[src/rtl/mining_dispatcher.sv]
// mining_dispatcher: sweeps a nonce job across NUM_CORES mining cores, tracks
// per-core busy timers, attributes matches to held nonces and reports one
// hit/miss result per job to the host.

// Per-core slot: issue strobe, busy timer and held nonce/opcode registers.
module mining_core_slot #(
    parameter int         CORE_LATENCY = 64,
    parameter logic [7:0] MINE_OPCODE  = 8'h51,
    parameter int         TW           = 7
) (
    input  logic        clk,
    input  logic        rst,
    input  logic        i_issue,
    input  logic [80:0] i_nonce,
    output logic        o_busy,
    output logic        o_valid,
    output logic [7:0]  o_opcode,
    output logic [80:0] o_nonce
);
    localparam logic [TW-1:0] LAT = TW'(CORE_LATENCY);

    logic [TW-1:0] r_timer;
    logic          r_valid;
    logic [7:0]    r_opcode;
    logic [80:0]   r_nonce;

    // Issue loads timer and nonce; otherwise the timer counts down to idle.
    // Operand/opcode hold their last value between strobes.
    always_ff @(posedge clk or posedge rst) begin
        if (rst) begin
            r_timer  <= '0;
            r_valid  <= 1'b0;
            r_opcode <= '0;
            r_nonce  <= '0;
        end else begin
            r_valid <= i_issue;
            if (i_issue) begin
                r_timer  <= LAT;
                r_nonce  <= i_nonce;
                r_opcode <= MINE_OPCODE;
            end else if (r_timer != '0) begin
                r_timer <= r_timer - 1'b1;
            end
        end
    end

    assign o_busy   = (r_timer != '0);
    assign o_valid  = r_valid;
    assign o_opcode = r_opcode;
    assign o_nonce  = r_nonce;
endmodule

module mining_dispatcher #(
    parameter int         NUM_CORES    = 2,
    parameter int         CORE_LATENCY = 64,
    parameter logic [7:0] MINE_OPCODE  = 8'h51
) (
    input  logic                    clk,
    input  logic                    rst,
    input  logic                    job_valid,
    output logic                    job_ready,
    input  logic [80:0]             job_base_nonce,
    input  logic [31:0]             job_count,
    output logic [8*NUM_CORES-1:0]  core_opcode,
    output logic [81*NUM_CORES-1:0] core_operand,
    output logic [NUM_CORES-1:0]    core_valid,
    input  logic [NUM_CORES-1:0]    core_match,
    output logic                    result_valid,
    input  logic                    result_ready,
    output logic                    result_hit,
    output logic [80:0]             result_nonce,
    output logic [3:0]              result_core,
    output logic [31:0]             nonces_issued
);
    localparam int RW = (NUM_CORES > 1) ? $clog2(NUM_CORES) : 1;
    localparam int TW = $clog2(CORE_LATENCY + 1);

    typedef enum logic [2:0] {
        S_IDLE, S_DISPATCH, S_DRAIN, S_FLUSH, S_REPORT
    } state_t;

    state_t                        r_state, w_next_state;
    logic [80:0]                   r_next_nonce;
    logic [31:0]                   r_remaining;
    logic [31:0]                   r_issued;
    logic [RW-1:0]                 r_rr;
    logic                          r_hit;
    logic [80:0]                   r_res_nonce;
    logic [3:0]                    r_res_core;

    logic [NUM_CORES-1:0]          w_busy;
    logic [NUM_CORES-1:0][80:0]    w_held;
    logic [NUM_CORES-1:0][7:0]     w_opcode;
    logic [NUM_CORES-1:0]          w_issue_vec;
    logic [NUM_CORES-1:0]          w_match_vec;
    logic                          w_match_any;
    logic [RW-1:0]                 w_match_sel;
    logic                          w_idle_found;
    logic [RW-1:0]                 w_idle_sel;
    logic                          w_issue;
    logic                          w_hit;
    logic                          w_all_idle;

    // (a + k) mod NUM_CORES, with a < NUM_CORES and k <= NUM_CORES
    function automatic logic [RW-1:0] rr_add(input logic [RW-1:0] a, input int k);
        int s;
        s = int'(a) + k;
        if (s >= NUM_CORES) s = s - NUM_CORES;
        return RW'(s);
    endfunction

    genvar g;
    generate
        for (g = 0; g < NUM_CORES; g++) begin : g_core
            mining_core_slot #(
                .CORE_LATENCY (CORE_LATENCY),
                .MINE_OPCODE  (MINE_OPCODE),
                .TW           (TW)
            ) u_slot (
                .clk      (clk),
                .rst      (rst),
                .i_issue  (w_issue_vec[g]),
                .i_nonce  (r_next_nonce),
                .o_busy   (w_busy[g]),
                .o_valid  (core_valid[g]),
                .o_opcode (w_opcode[g]),
                .o_nonce  (w_held[g])
            );
        end
    endgenerate

    assign core_opcode  = w_opcode;
    assign core_operand = w_held;

    // A match only counts on a core that is busy this cycle.
    assign w_match_vec = core_match & w_busy;
    assign w_match_any = |w_match_vec;
    assign w_all_idle  = ~|w_busy;
    assign w_hit       = ((r_state == S_DISPATCH) || (r_state == S_DRAIN)) && w_match_any;
    assign w_issue     = (r_state == S_DISPATCH) && (r_remaining != 32'd0) &&
                         !w_match_any && w_idle_found;

    // Lowest-index busy core that reports a match wins.
    always_comb begin
        w_match_sel = '0;
        for (int i = NUM_CORES - 1; i >= 0; i--) begin
            if (w_match_vec[i]) w_match_sel = RW'(i);
        end
    end

    // Round-robin: first idle core at or after the rr pointer, wrapping.
    always_comb begin
        w_idle_found = 1'b0;
        w_idle_sel   = '0;
        for (int k = 0; k < NUM_CORES; k++) begin
            if (!w_idle_found && !w_busy[rr_add(r_rr, k)]) begin
                w_idle_found = 1'b1;
                w_idle_sel   = rr_add(r_rr, k);
            end
        end
    end

    // One-hot issue strobe towards the selected core.
    always_comb begin
        w_issue_vec = '0;
        for (int i = 0; i < NUM_CORES; i++) begin
            w_issue_vec[i] = w_issue && (w_idle_sel == RW'(i));
        end
    end

    // State register.
    always_ff @(posedge clk or posedge rst) begin
        if (rst) r_state <= S_IDLE;
        else     r_state <= w_next_state;
    end

    // Next-state and handshake outputs.
    always_comb begin
        w_next_state = r_state;
        job_ready    = 1'b0;
        result_valid = 1'b0;
        case (r_state)
            S_IDLE: begin
                job_ready = 1'b1;
                if (job_valid) w_next_state = S_DISPATCH;
            end
            S_DISPATCH: begin
                if (w_match_any)
                    w_next_state = S_FLUSH;
                else if ((r_remaining == 32'd0) || (w_issue && (r_remaining == 32'd1)))
                    w_next_state = S_DRAIN;
            end
            S_DRAIN: begin
                if (w_match_any)     w_next_state = S_FLUSH;
                else if (w_all_idle) w_next_state = S_REPORT;
            end
            S_FLUSH: begin
                if (w_all_idle) w_next_state = S_REPORT;
            end
            S_REPORT: begin
                result_valid = 1'b1;
                if (result_ready) w_next_state = S_IDLE;
            end
            default: w_next_state = S_IDLE;
        endcase
    end

    // Job latch, sweep counters, rr pointer and result capture. Result fields
    // are cleared at job accept so a miss reports zeros.
    always_ff @(posedge clk or posedge rst) begin
        if (rst) begin
            r_next_nonce <= '0;
            r_remaining  <= '0;
            r_issued     <= '0;
            r_rr         <= '0;
            r_hit        <= 1'b0;
            r_res_nonce  <= '0;
            r_res_core   <= '0;
        end else begin
            if ((r_state == S_IDLE) && job_valid) begin
                r_next_nonce <= job_base_nonce;
                r_remaining  <= job_count;
                r_issued     <= '0;
                r_hit        <= 1'b0;
                r_res_nonce  <= '0;
                r_res_core   <= '0;
            end
            if (w_issue) begin
                r_next_nonce <= r_next_nonce + 81'd1;
                r_remaining  <= r_remaining - 32'd1;
                r_issued     <= r_issued + 32'd1;
                r_rr         <= rr_add(w_idle_sel, 1);
            end
            if (w_hit) begin
                r_hit       <= 1'b1;
                r_res_nonce <= w_held[w_match_sel];
                r_res_core  <= 4'(w_match_sel);
            end
        end
    end

    assign result_hit    = r_hit;
    assign result_nonce  = r_res_nonce;
    assign result_core   = r_res_core;
    assign nonces_issued = r_issued;
endmodule

[config.mk]
export PLATFORM = sky130hd
export DESIGN_NAME = mining_dispatcher
export DESIGN_NICKNAME = d
export VERILOG_FILES = /design/src/rtl/mining_dispatcher.sv
export SDC_FILE = /design/constraint.sdc
export NUM_CORES = 1
export LEC_CHECK = 0
export ABC_AREA = 1
export CORE_MARGIN = 10
export CORE_UTILIZATION = 57
export CTS_CLUSTER_DIAMETER = 80
export CTS_CLUSTER_SIZE = 10
export DETAILED_ROUTE_END_ITERATION = 8
export GPL_TIMING_DRIVEN = 0
export PLACE_DENSITY = 0.86
export SETUP_SLACK_MARGIN = 0.02
export SYNTH_ARGS = -nofsm -noshare
export SYNTH_HDL_FRONTEND = slang
export SYNTH_SLANG_ARGS = --single-unit
[constraint.sdc]
create_clock -name clk -period 22.3 [get_ports clk]
set_input_delay 2.23 -clock clk [delete_from_list [all_inputs] [get_ports clk]]
set_output_delay 2.23 -clock clk [all_outputs]
set_load 0.02 [all_outputs]
==> metrics.cfg, run 1 <==
[outcome]
outcome=finished, final reports clean

[synth]
yosysWarnings=0
synthCells=2920
yosysSeqAreaShare_pct=46.3
async_flop_share_pct=100
ys_ff_latch=412
syn_area_um2=22200
avgSynthCellArea_um2=7.62
yosysUniqueCellTypes=40
synth_edf_count=0
synth_flop_cell=dfrtp_1

[critical_path]
path_cells=nor2_1 > inv_1 > nor2_1 > clkdlybuf4s50_1
cp-end-kind=primary output
cp.required_ns=20.07
worstPathMaxFanout=5
cp_slowest_cell=clkdlybuf4s50_1
cpPeakStageDelay_ns=0.63
worstSetupPathType=register to primary output
cpMostUsedCell=nor2_1
cp.arrival_ns=2.00
cp-start-kind=register
worst-path-buf-inv=2
path_delay_family=buffers and inverters

[routing]
vias=22700
first_pass_iters=6
drtIter0Drc=2571
viasPerCell=5.79
postRouteAntennaNets=0
totalWireLength_um=85700
wire_per_inst_um=21.9
drc=0

[sta]
maxSlewViolCount=0
setup_viol=0
rsz0062_at_grt=no
worst_pin_slew_ns=1.06
fmax_ghz=0.236
fin_tns_setup_ns=0
hold_ws_ns=0.491
max_slew_margin_pct=29.2
finalHoldViolations=0
post-route-min-period_ns=4.23
skew_ns=0.0284
timing.final.crit_share_pct=19.0

[placed_design]
io_buffers=405
dp.cells=3858
gp_congestion=1.02
dpl-instance-area_um2=27100
dp_hpwl_um=64800

[finish]
layout_commonest_cell=nand2_1
final_cell_mix=nand2_1 (980), dfrtp_1 (412), clkdlybuf4s50_1 (405)
syn_to_final_growth_pct=27.7
seqCellArea_um2=10300
design_area_um2=28400
fin_cells=3921
multi_input_area_um2=10100
n_fill_cell=2972
drive_above_1_share_pct=8.60
nets=3516

[pwr]
power_mw=2.41
cellLeakagePower_nw=12.3
power.density_nw_per_um2=84.7
ir_drop_mv=0.0722

[clock_tree]
cts_tree=done
clock-sinks=412
path_clk_slew_ns=0.05
postCtsSetupBuffers=0
cts_buffers=48
clockRootBuffer=clkbuf_16
ctsHtreeMaxLevel=2
cts_resized=0
cts_hold_buf=0
insertion_delay_ns=0.59
cts.path.max_buffers=3

[die]
io-pin-count=419
coreArea_um2=38600
rows=72
die_y_um=218
initial_utilization_pct=57.6
die_area_um2=47300
dieWidth_um=218

[run]
max_cap_viol_count=0

[grt]
antenna_found_initial=9
gr-total-overflow=0
grt_pass1_wl_um=131000
grt_pass1_vias=22900
grt_usage_pct=35.4
grt_max_degree=139

[min_path]
worstHoldPathType=register to register

-- through the flow --
stage	util [%]	setup WS, ns
global route	73.5	17.93
finish	73.5	18.07
floorplan	-	8.61
detailed placement	70.1	17.64
CTS	73.5	18.07
global placement	69.9	4.15
-- layer usage --
metal  vias to the layer above  track usage (%)  wire length [um]
li1                      10200                -                 -
met5                         -                0                73
met4                        10             17.8              4510
met1                     10900             41.9             31400
met3                       281             9.53              8700
met2                      1249             58.6             41000
-- state kept, by name, indices dropped and copies added, names as in the netlist, 3 cells and up --
signal / flops
g_core.u_slot.o_nonce: 162
g_core.u_slot.r_timer: 14
nonces_issued: 32
r_next_nonce: 81
r_remaining: 32
r_state: 3
result_nonce: 81
-- final timing paths --
path / start / endpoint / slack [ns] / cells past startpoint
min reg2reg: result_hit / result_hit / 0.49 / 2
max: r_state[1] / result_valid / 18.07 / 4
min in group asynchronous: rst / result_nonce[10] / 2.06 / 2
max in group asynchronous: rst / g_core[0].u_slot.o_nonce[70] / 18.74 / 4
max reg2reg: r_next_nonce[0] / r_next_nonce[60] / 19.41 / 10
min: result_hit / result_hit / 0.49 / 2
-- cells in the mapped netlist, types with 11 or more instances --
cell type,number,area (um^2)
o21ai_1,96,480
xor2_1,85,744
buf_2,49,245
nand4_1,27,169
nand3_1,345,1730
buf_4,38,285
nand2_1,980,3680
clkbuf_1,39,146
o21ai_0,133,666
nor2_2,12,75.1
nor3_1,23,115
dfrtp_1,412,10300
buf_6,21,236
nor2_1,244,916
o211ai_1,11,82.6
o21ai_2,50,438
inv_1,242,908
o211ai_2,30,375
xnor2_1,13,114
-- area by class of cell --
cell class / instances / share of cell area [%]
antenna: 8 / 0.0705
clock inverter: 3 / 0.119
clock buffer: 52 / 4.47
tap: 518 / 2.28
inverter: 250 / 3.33
timing repair buffer: 408 / 14.6
sequential: 412 / 36.3
buffer: 151 / 3.27
multi-input combinational: 2119 / 35.6
-- power by group --
group / internal, mW / switching, mW / total [mW]
clock network: 0.398 / 0.305 / 0.703
registers: 0.855 / 0.152 / 1.01
logic: 0.225 / 0.470 / 0.696
-- worst reg2reg max path, cell delays in order (launching register included) --
cell and delay (ns):
dfrtp_1 0.62, ha_1 0.34, nand2_1 0.13, nor2_2 0.17
inv_1 0.06, nor2_1 0.50, nand2_1 0.24, nor2_1 0.40
xor2_1 0.20, nand2_1 0.07, nand3_1 0.07
-- kinds of logic (layout without fill, tap and decap cells) --
| logic type | after synthesis | after routing | share of synthesized area, % |
|---|---|---|---|
| xor+xnor | 98 | 98 | 3.86 |
| buf+inv | 401 | 864 | 8.39 |
| compound gates | 337 | 337 | 9.64 |
| other cells | 1 | 21 | 0.0169 |
| simple gates | 1664 | 1664 | 31.4 |
| flops | 412 | 412 | 46.3 |
| fa+ha+maj | 7 | 7 | 0.394 |
Power figures use the tool's default switching activity.
==> run 2: changes to the inputs <==
Settings changed: CORE_UTILIZATION 57 to 53, PLACE_DENSITY 0.86 to 0.81.
Clock period 22.3 ns to 4.2 ns, I/O delays scaled along.
==> run 2 against run 1 <==
Total power grew to 5.3 times the previous value; clock power grew to 5.3 times the previous value; hold slack worse by 0.14 ns; register-to-register slack worse by 18 ns; first-iteration DRC count is 8.9% lower; global-route usage is 1.9 points lower; die area is 6.8% higher; critical endpoint is now result_nonce[33]; clock skew is 0.0045 ns lower; critical path depth is 9 higher; count of clock-buffer cells in the layout is 3 lower.
==> metrics.cfg, run 2 (same netlist as run 1, synthesis figures left out) <==
[outcome]
outcome=finished, final reports clean

[grt]
grt_max_degree=45
antenna_found_initial=14
grt_usage_pct=33.5
grt_pass1_wl_um=131000
grt_pass1_vias=22700
gr-total-overflow=0

[routing]
drc=0
postRouteAntennaNets=0
dr_wl_met3_um=7470
wire_per_inst_um=21.9
wl_met1_um=33700
vias=22400
first_pass_iters=9
viasPerCell=5.69
dr_wl_met2_um=41000
totalWireLength_um=86400
drtIter0Drc=2343
top_layer=met5

[sta]
hold_ws_ns=0.352
timing.final.ws_setup_ns=1.35
post-route-min-period_ns=2.85
timing.final.crit_share_pct=67.9
setup_viol=0
fin_tns_setup_ns=0
rsz0062_at_grt=no
fmax_ghz=0.350
worst_pin_slew_ns=1.03
max_slew_margin_pct=31.1
maxSlewViolCount=0
finalHoldViolations=0
skew_ns=0.0239

[critical_path]
worstSetupPathType=register to register
path_delay_family=simple AND/OR/NAND/NOR gates
worstPathMaxFanout=10
cp_slowest_cell=buf_2
cp.required_ns=4.66
r2r_end=result_nonce[33]
path_cells=inv_1 > ha_1 > nand2_1 > nor2_4 > nand2_4 > nand2_2 > nand3_2 > buf_2 > buf_2 > nand2_1 > o21ai_0 > nand2_1 > nand2_1
reg2reg_depth=13
worst-path-buf-inv=3
cpPeakStageDelay_ns=0.48
worstReg2RegStart=g_core[0].u_slot.r_timer[0]
cpMostUsedCell=nand2_1
ff2ff_setup_slack_ns=1.35
cp.arrival_ns=3.32
cp-end-kind=register
cp-start-kind=register

[clock_tree]
cts_tree=done
cts.path.max_buffers=3
ctsHtreeMaxLevel=2
cts_resized=0
clockRootBuffer=clkbuf_16
postCtsSetupBuffers=0
path_clk_slew_ns=0.06
cts_buffers=47
cts_hold_buf=0
clock-sinks=412
insertion_delay_ns=0.59

[run]
max_cap_viol_count=0

[finish]
largest_reg_flops=162
fin_util_pct=68.4
nets=3523
final_cell_mix=nand2_1 (980), dfrtp_1 (412), clkdlybuf4s50_1 (405)
syn_to_final_growth_pct=28.3
drive_above_1_share_pct=8.74
design_area_um2=28500
layout_commonest_cell=nand2_1
n_fill_cell=3404

[placed_design]
io_buffers=405
dpl-instance-area_um2=27200
dp_hpwl_um=67000
gp_congestion=1.01
dp_slack_ns=1.37

[pwr]
ir_drop_mv=0.311
cellLeakagePower_nw=12.4
power.density_nw_per_um2=449

[die]
rows=75
die_area_um2=50600
initial_utilization_pct=53.3
die_y_um=225
dieWidth_um=225
coreArea_um2=41800
io-pin-count=419

[min_path]
worstHoldPathType=primary input to async pin

## run 2: worst reg2reg max path, stage by stage, from the launching register on
cell	delay [ns]
dfrtp_1	0.38
inv_1	0.10
ha_1	0.19
nand2_1	0.12
nor2_4	0.14
nand2_4	0.10
nand2_2	0.11
nand3_2	0.46
buf_2	0.50
buf_2	0.27
nand2_1	0.07
o21ai_0	0.11
nand2_1	0.12
nand2_1	0.08
## run 2: power by group
group,switching [mW],internal [mW],total (mW)
combinational,2.50,1.21,3.70
clock,1.60,2.16,3.76
sequential,0.799,4.54,5.34
total,4.90,7.91,12.8
## run 2: how the worst max path moves through the flow
stage,startpoint,end,slack [ns],cells past startpoint
3_3_place_gp,rst,g_core[0].u_slot.o_opcode[0],-4.37,2
4_1_cts,g_core[0].u_slot.r_timer[0],result_nonce[33],1.42,13
3_5_place_dp,job_valid,r_remaining[28],1.37,7
2_1_floorplan,rst,g_core[0].u_slot.o_nonce[0],-1.77,1
5_1_grt,r_next_nonce[0],r_next_nonce[60],1.21,10
6_report,g_core[0].u_slot.r_timer[0],result_nonce[33],1.35,13
## run 2: stage by stage
step | instances | total power, mW
final | 3944 | 12.8
after global routing | 3943 | 13.4
after CTS | 3938 | 12.7
after detailed placement | 3887 | 9.02
after global placement | 3876 | 8.86
after floorplan | 2932 | 7.65
## run 2: layout make-up
| type | instances | area (um^2) | area share (%) |
|---|---|---|---|
| multi-input combinational | 2119 | 10100 | 35.4 |
| sequential | 412 | 10300 | 36.1 |
| timing repair buffer | 416 | 4270 | 15.0 |
| clock buffer | 49 | 1230 | 4.30 |
| clock inverter | 2 | 60.1 | 0.210 |
| buffer | 151 | 928 | 3.25 |
| inverter | 250 | 942 | 3.30 |
| antenna | 6 | 15.0 | 0.0526 |
| tap | 539 | 674 | 2.36 |
## run 2: per-layer routing
layer  up-vias  global-route usage, %
met3       226                   8.17
met4        12                   16.4
met2      1072                   54.9
met1     10900                   40.8
met5         -                      0
li1      10300                      -
